### config.mk
export PLATFORM = sky130hd
export DESIGN_NAME = sha256_expand_sched
export DESIGN_NICKNAME = d
export VERILOG_FILES = /design/src/rtl/sha256_expand_sched.sv
export SDC_FILE = /design/constraint.sdc
export NUM_CORES = 2
export LEC_CHECK = 0
export CAP_MARGIN = 20
export CORE_MARGIN = 8
export CORE_UTILIZATION = 62
export CTS_BUF_LIST = sky130_fd_sc_hd__clkbuf_16
export DETAILED_ROUTE_END_ITERATION = 8
export PLACE_DENSITY = 0.81
export SLEW_MARGIN = 30
export SYNTH_ARGS = -nofsm -noshare
export SYNTH_HDL_FRONTEND = slang
export SYNTH_SLANG_ARGS = --single-unit
### constraint.sdc
create_clock -name clk_i -period 4.63 [get_ports clk_i]
set_input_delay 1.389 -clock clk_i [delete_from_list [all_inputs] [get_ports clk_i]]
set_output_delay 1.389 -clock clk_i [all_outputs]
set_load 0.005 [all_outputs]
### src/rtl/sha256_expand_sched.sv
// Sequencer for the 4-way interleaved SHA-256 schedule expander: buffers up to four blocks,
// feeds 64 slot-ordered words, then tags the expander output. Optional abort: SHA256_EXPAND_SCHED_ABORT_EN.
module sha256_expand_sched #(
   parameter logic [31:0] PAD_WORD = 32'h0000_0000
) (
   input  logic        clk_i,
   input  logic        rst_ni,
   input  logic        start_i,
   input  logic [3:0]  lane_mask_i,
   output logic        busy_o,
   input  logic        in_valid_i,
   output logic        in_ready_o,
   input  logic [31:0] in_data_i,
   output logic        exp_send_o,
   output logic [31:0] exp_data_o,
   input  logic [31:0] exp_data_i,
   output logic        w_valid_o,
   output logic [31:0] w_data_o,
   output logic [5:0]  w_idx_o,
   output logic [1:0]  w_lane_o,
`ifdef SHA256_EXPAND_SCHED_ABORT_EN
   input  logic        abort_i,
`endif
   output logic        done_o
);

   typedef enum logic [1:0] {IDLE, LOAD, RUN} state_t;

   state_t      state;
   logic [3:0]  mask;
   logic [5:0]  ptr;
   logic [8:0]  cnt;
   logic [31:0] buf_mem [64];
   logic [31:0] fwd_q;

   logic        slot_en;
   logic        xfer;
   logic        step;
   logic        abort;
   logic        send_phase;
   logic        out_phase;
   logic [7:0]  slot;
   logic [31:0] send_word;

   function automatic logic [1:0] first_lane(input logic [3:0] m);
      if (m[0])      return 2'd0;
      else if (m[1]) return 2'd1;
      else if (m[2]) return 2'd2;
      else           return 2'd3;
   endfunction

`ifdef SHA256_EXPAND_SCHED_ABORT_EN
   assign abort = abort_i && (state != IDLE);
`else
   assign abort = 1'b0;
`endif

   assign slot_en = mask[ptr[1:0]];
   assign xfer    = in_valid_i && in_ready_o;
   // The load pointer visits every slot; disabled ones take one cycle each to pad.
   assign step    = (state == LOAD) && (!slot_en || xfer);

   always_ff @(posedge clk_i or negedge rst_ni) begin
      if (!rst_ni) begin
         state <= IDLE;
         mask  <= 4'd0;
         ptr   <= 6'd0;
         cnt   <= 9'd0;
      end else if (abort) begin
         state <= IDLE;
         cnt   <= 9'd0;
      end else begin
         case (state)
            IDLE: begin
               if (start_i && (lane_mask_i != 4'd0)) begin
                  mask  <= lane_mask_i;
                  ptr   <= {4'd0, first_lane(lane_mask_i)};
                  state <= LOAD;
               end
            end
            LOAD: begin
               if (step) begin
                  if (ptr == 6'd63) begin
                     state <= RUN;
                     cnt   <= 9'd0;
                  end else begin
                     ptr <= ptr + 6'd1;
                  end
               end
            end
            RUN: begin
               if (cnt == 9'd256) begin
                  state <= IDLE;
                  cnt   <= 9'd0;
               end else begin
                  cnt <= cnt + 9'd1;
               end
            end
            default: state <= IDLE;
         endcase
      end
   end

   // Leading slots skipped at start are never written, so the read side substitutes
   // PAD_WORD for every disabled lane rather than trusting buffer contents.
   assign send_word  = mask[cnt[1:0]] ? buf_mem[cnt[5:0]] : PAD_WORD;
   assign send_phase = (state == RUN) && (cnt[8:6] == 3'd0);
   assign out_phase  = (state == RUN) && (cnt != 9'd0);
   assign slot       = cnt[7:0] - 8'd1;

   // stage p0 -> p1: buffer write on load, forward copy of each sent word
   always_ff @(posedge clk_i) begin
      if (step)
         buf_mem[ptr] <= slot_en ? in_data_i : PAD_WORD;
      if (send_phase)
         fwd_q <= send_word;
   end

   assign busy_o     = (state != IDLE);
   assign in_ready_o = (state == LOAD) && slot_en;
   assign exp_send_o = send_phase;
   assign exp_data_o = send_phase ? send_word : 32'd0;
   assign w_valid_o  = out_phase && mask[slot[1:0]];
   assign w_data_o   = !out_phase ? 32'd0 : ((slot[7:6] == 2'b00) ? fwd_q : exp_data_i);
   assign w_idx_o    = out_phase ? slot[7:2] : 6'd0;
   assign w_lane_o   = out_phase ? slot[1:0] : 2'd0;
   assign done_o     = (state == RUN) && (cnt == 9'd256);

endmodule

==> impl_metrics.env <==
export IMPL_clkTransAtPathRegs_ns=0.07
export IMPL_slew_viol_final=0
export IMPL_via_per_inst=7.53
export IMPL_multi_input_area_um2=19900
export IMPL_regArea_um2=63000
export IMPL_synth_edf_count=2080
export IMPL_holdBufCountCts=0
export IMPL_detail_route_antenna_nets=0
export IMPL_cts_buffers=193
export IMPL_postSynthAreaPerCell_um2=19.6
export IMPL_route_detailed_drc=0
export IMPL_finalClockSkew_ns=0.0306
export IMPL_fillCellCount=6141
export IMPL_final_common_cell="edfxtp_1"
export IMPL_violations="setup timing"
export IMPL_final_nets=4917
export IMPL_utilization=0.757
export IMPL_period_needed_ns=5.09
export IMPL_root_buffer="clkbuf_16"
export IMPL_whs_ns=0.554
export IMPL_path_delay_family="buffers and inverters"
export IMPL_outcome="finished with violations"
export IMPL_fin_ws_ns=-0.462
export IMPL_fp_coreArea_um2=131000
export IMPL_grt_util_all_layers=0.355
export IMPL_grt_max_degree=65
export IMPL_async_flop_share=0.0100
export IMPL_ys_ff_latch=2101
export IMPL_dpl_hpwl_um=130000
export IMPL_relSlewSlack=0.278
export IMPL_dpl_worst_slack_ns=-0.101
export IMPL_start_util=0.624
export IMPL_fin_crit_sh=1.10
export IMPL_worst_hold_path_type="input port to asynchronous set/reset pin"
export IMPL_yosys_warnings=0
export IMPL_area_growth_pct=21.3
export IMPL_insertion_delay_ns=0.86
export IMPL_drv_cap=0
export IMPL_port_buffers=148
export IMPL_path_class="register to primary output"
export IMPL_num_vias=50907
export IMPL_critPathLaunchType="register"
export IMPL_rows=133
export IMPL_grt_pass1_wl_um=366000
export IMPL_netlist_instances=4193
export IMPL_htreeDepth=4
export IMPL_cts_max_path_buffers=3
export IMPL_power_density_nw_per_um2=366
export IMPL_die_h_um=380
export IMPL_worst_pin_slew_ns=1.08
export IMPL_final_cell_mix="edfxtp_1, mux2i_1, buf_4"
export IMPL_hold_violations=0
export IMPL_synth_fp_nets=4268
export IMPL_wl_um=277000
export IMPL_synth_cell_types=65
export IMPL_power_leakage_nw=26.8
export IMPL_ys_seq_area_frac=0.768
export IMPL_end_kind="primary output"
export IMPL_setup_viol=66
export IMPL_antenna_found_initial=17
export IMPL_max_stage_delay_ns=0.44
export IMPL_cts_tree="done"
export IMPL_wl_per_cell_um=41.0
export IMPL_crit_arrival_ns=3.70
export IMPL_clock_sinks=2101
export IMPL_dieArea_um2=144000
export IMPL_path_cells="buf_4 -> buf_12 -> bufbuf_16 -> mux4_2 -> mux2i_1 -> nor2_1 -> a311oi_2 -> o22ai_4 -> buf_2"
export IMPL_vdd_ir_drop_max_uv=377
export IMPL_ios=149
export IMPL_grt_pass1_vias=50058
export IMPL_timing_fmax_mhz=196
export IMPL_drt_pass1_iterations=9
export IMPL_drive_above_1_share=0.315
export IMPL_drt_iter0_markers=9341
export IMPL_synth_area_um2=82000
export IMPL_critPathSlowestCell="dfrtp_4"
export IMPL_crit_path_max_fanout=23
export IMPL_required_ns=3.24
export IMPL_die_w_um=380
export IMPL_gr_total_overflow=0
export IMPL_ys_flop_type="edfxtp_1"
export IMPL_rsz0062_at_grt="true"
export IMPL_gp_congestion=0.870
export IMPL_path_buf_inv=4
-- synthesized netlist by cell type, types with 6 or more instances --
| cell | n | area [um2] |
|---|---|---|
| nor2_1 | 130 | 488 |
| o22ai_1 | 34 | 213 |
| nand3b_1 | 9 | 67.6 |
| buf_4 | 34 | 255 |
| edfxtp_1 | 2080 | 62500 |
| a221oi_1 | 8 | 70.1 |
| and4_1 | 25 | 219 |
| o21ai_1 | 8 | 40.0 |
| mux2_2 | 6 | 67.6 |
| nand2b_1 | 6 | 37.5 |
| a21oi_1 | 119 | 596 |
| xnor2_1 | 8 | 70.1 |
| nand2_1 | 149 | 559 |
| and3_1 | 14 | 87.6 |
| inv_1 | 8 | 30.0 |
| clkbuf_1 | 86 | 323 |
| buf_2 | 83 | 415 |
| a22oi_1 | 246 | 1850 |
| nand3_1 | 119 | 596 |
| nor3_1 | 7 | 35.0 |
| a311oi_1 | 9 | 78.8 |
| buf_6 | 27 | 304 |
| mux4_2 | 270 | 6080 |
| mux2i_1 | 504 | 5040 |
| a22o_1 | 52 | 455 |
| dfrtp_1 | 21 | 526 |
| buf_1 | 16 | 60.1 |
| nor2b_1 | 13 | 81.3 |
| and2_1 | 38 | 238 |
-- cell families (layout without fill, tap and decap cells) --
group	after synthesis	in the layout	synth area share
flip-flops	2101	2101	0.768
adder cells (fa/ha/maj)	3	3	0.000458
AND/OR/NAND/NOR	537	537	0.0328
buffers and inverters	258	1063	0.0175
XOR/XNOR	11	11	0.00118
other	0	11	0
multiplexers	780	780	0.137
AO/OA/AOI/OAI	503	503	0.0434
-- routing by layer --
metal  track usage  routed length [um]  vias up
li1              -                   -    18524
met1         0.430               82700    24790
met2         0.548              125000     6005
met3         0.136               46300     1578
met4         0.204               22800       10
met5             0                  72        -
-- worst register-to-register path, stage by stage, from the launching register on --
cell and delay, ns:
dfrtp_1 0.34, buf_4 0.24, mux4_2 0.76, and2_4 0.31, nor3_2 0.39, nand2_1 0.56, nor2_4 0.70, buf_12 0.31
-- power breakdown --
group	leakage [nW]	switching [W]	internal [W]
Sequential	14.8	0.000000181	0.0206
Clock	3.11	0.00742	0.00831
Combinational	8.94	0.0000293	0.0000546
Total	26.8	0.00745	0.0289
-- per-stage QoR --
step                power (W)  TNS, ns  cell area [um2]  cells
floorplan              0.0210        0            82000   4193
global placement       0.0211  -0.0859            88300   6135
detailed placement     0.0211   -0.140            88300   6136
CTS                    0.0359    -4.66            97900   6679
global route           0.0369   -10.91            99400   6753
finish                 0.0364    -9.68            99400   6764
-- flip-flops by register name, summed over array words and instances (netlist names) --
register / cells
buf_mem: 2048
fwd_q: 32
cnt: 9
ptr: 6
mask: 4
state: 2
-- timing repair --
action,CTS,global route
resized for setup,600,201
setup endpoints to repair,74,73
gates cloned,31,12
setup buffers,165,76
hold endpoints to repair,0,0
pin swaps,138,132
-- path summary, 6_finish.rpt --
path,start,end,slack (ns),cells past startpoint
max,cnt[1],exp_data_o[24],-0.46,9
min,rst_ni,ptr[1],0.55,1
max reg2reg,ptr[1],buf_mem[18][3],0.66,7
min reg2reg,mask[3],mask[3],0.73,1
max in group asynchronous,rst_ni,cnt[1],3.60,1
min in group clk_i,mask[3],mask[3],0.73,1
-- area by class of cell --
type	count	share of cell area
Sequential cell	2101	0.634
Antenna cell	11	0.000277
Multi-Input combinational cell	1834	0.200
Clock inverter	153	0.0102
Inverter	9	0.000428
Clock buffer	198	0.0498
Tap cell	1755	0.0221
Timing Repair Buffer	703	0.0835
No activity file was read; power rests on OpenSTA's default activity.
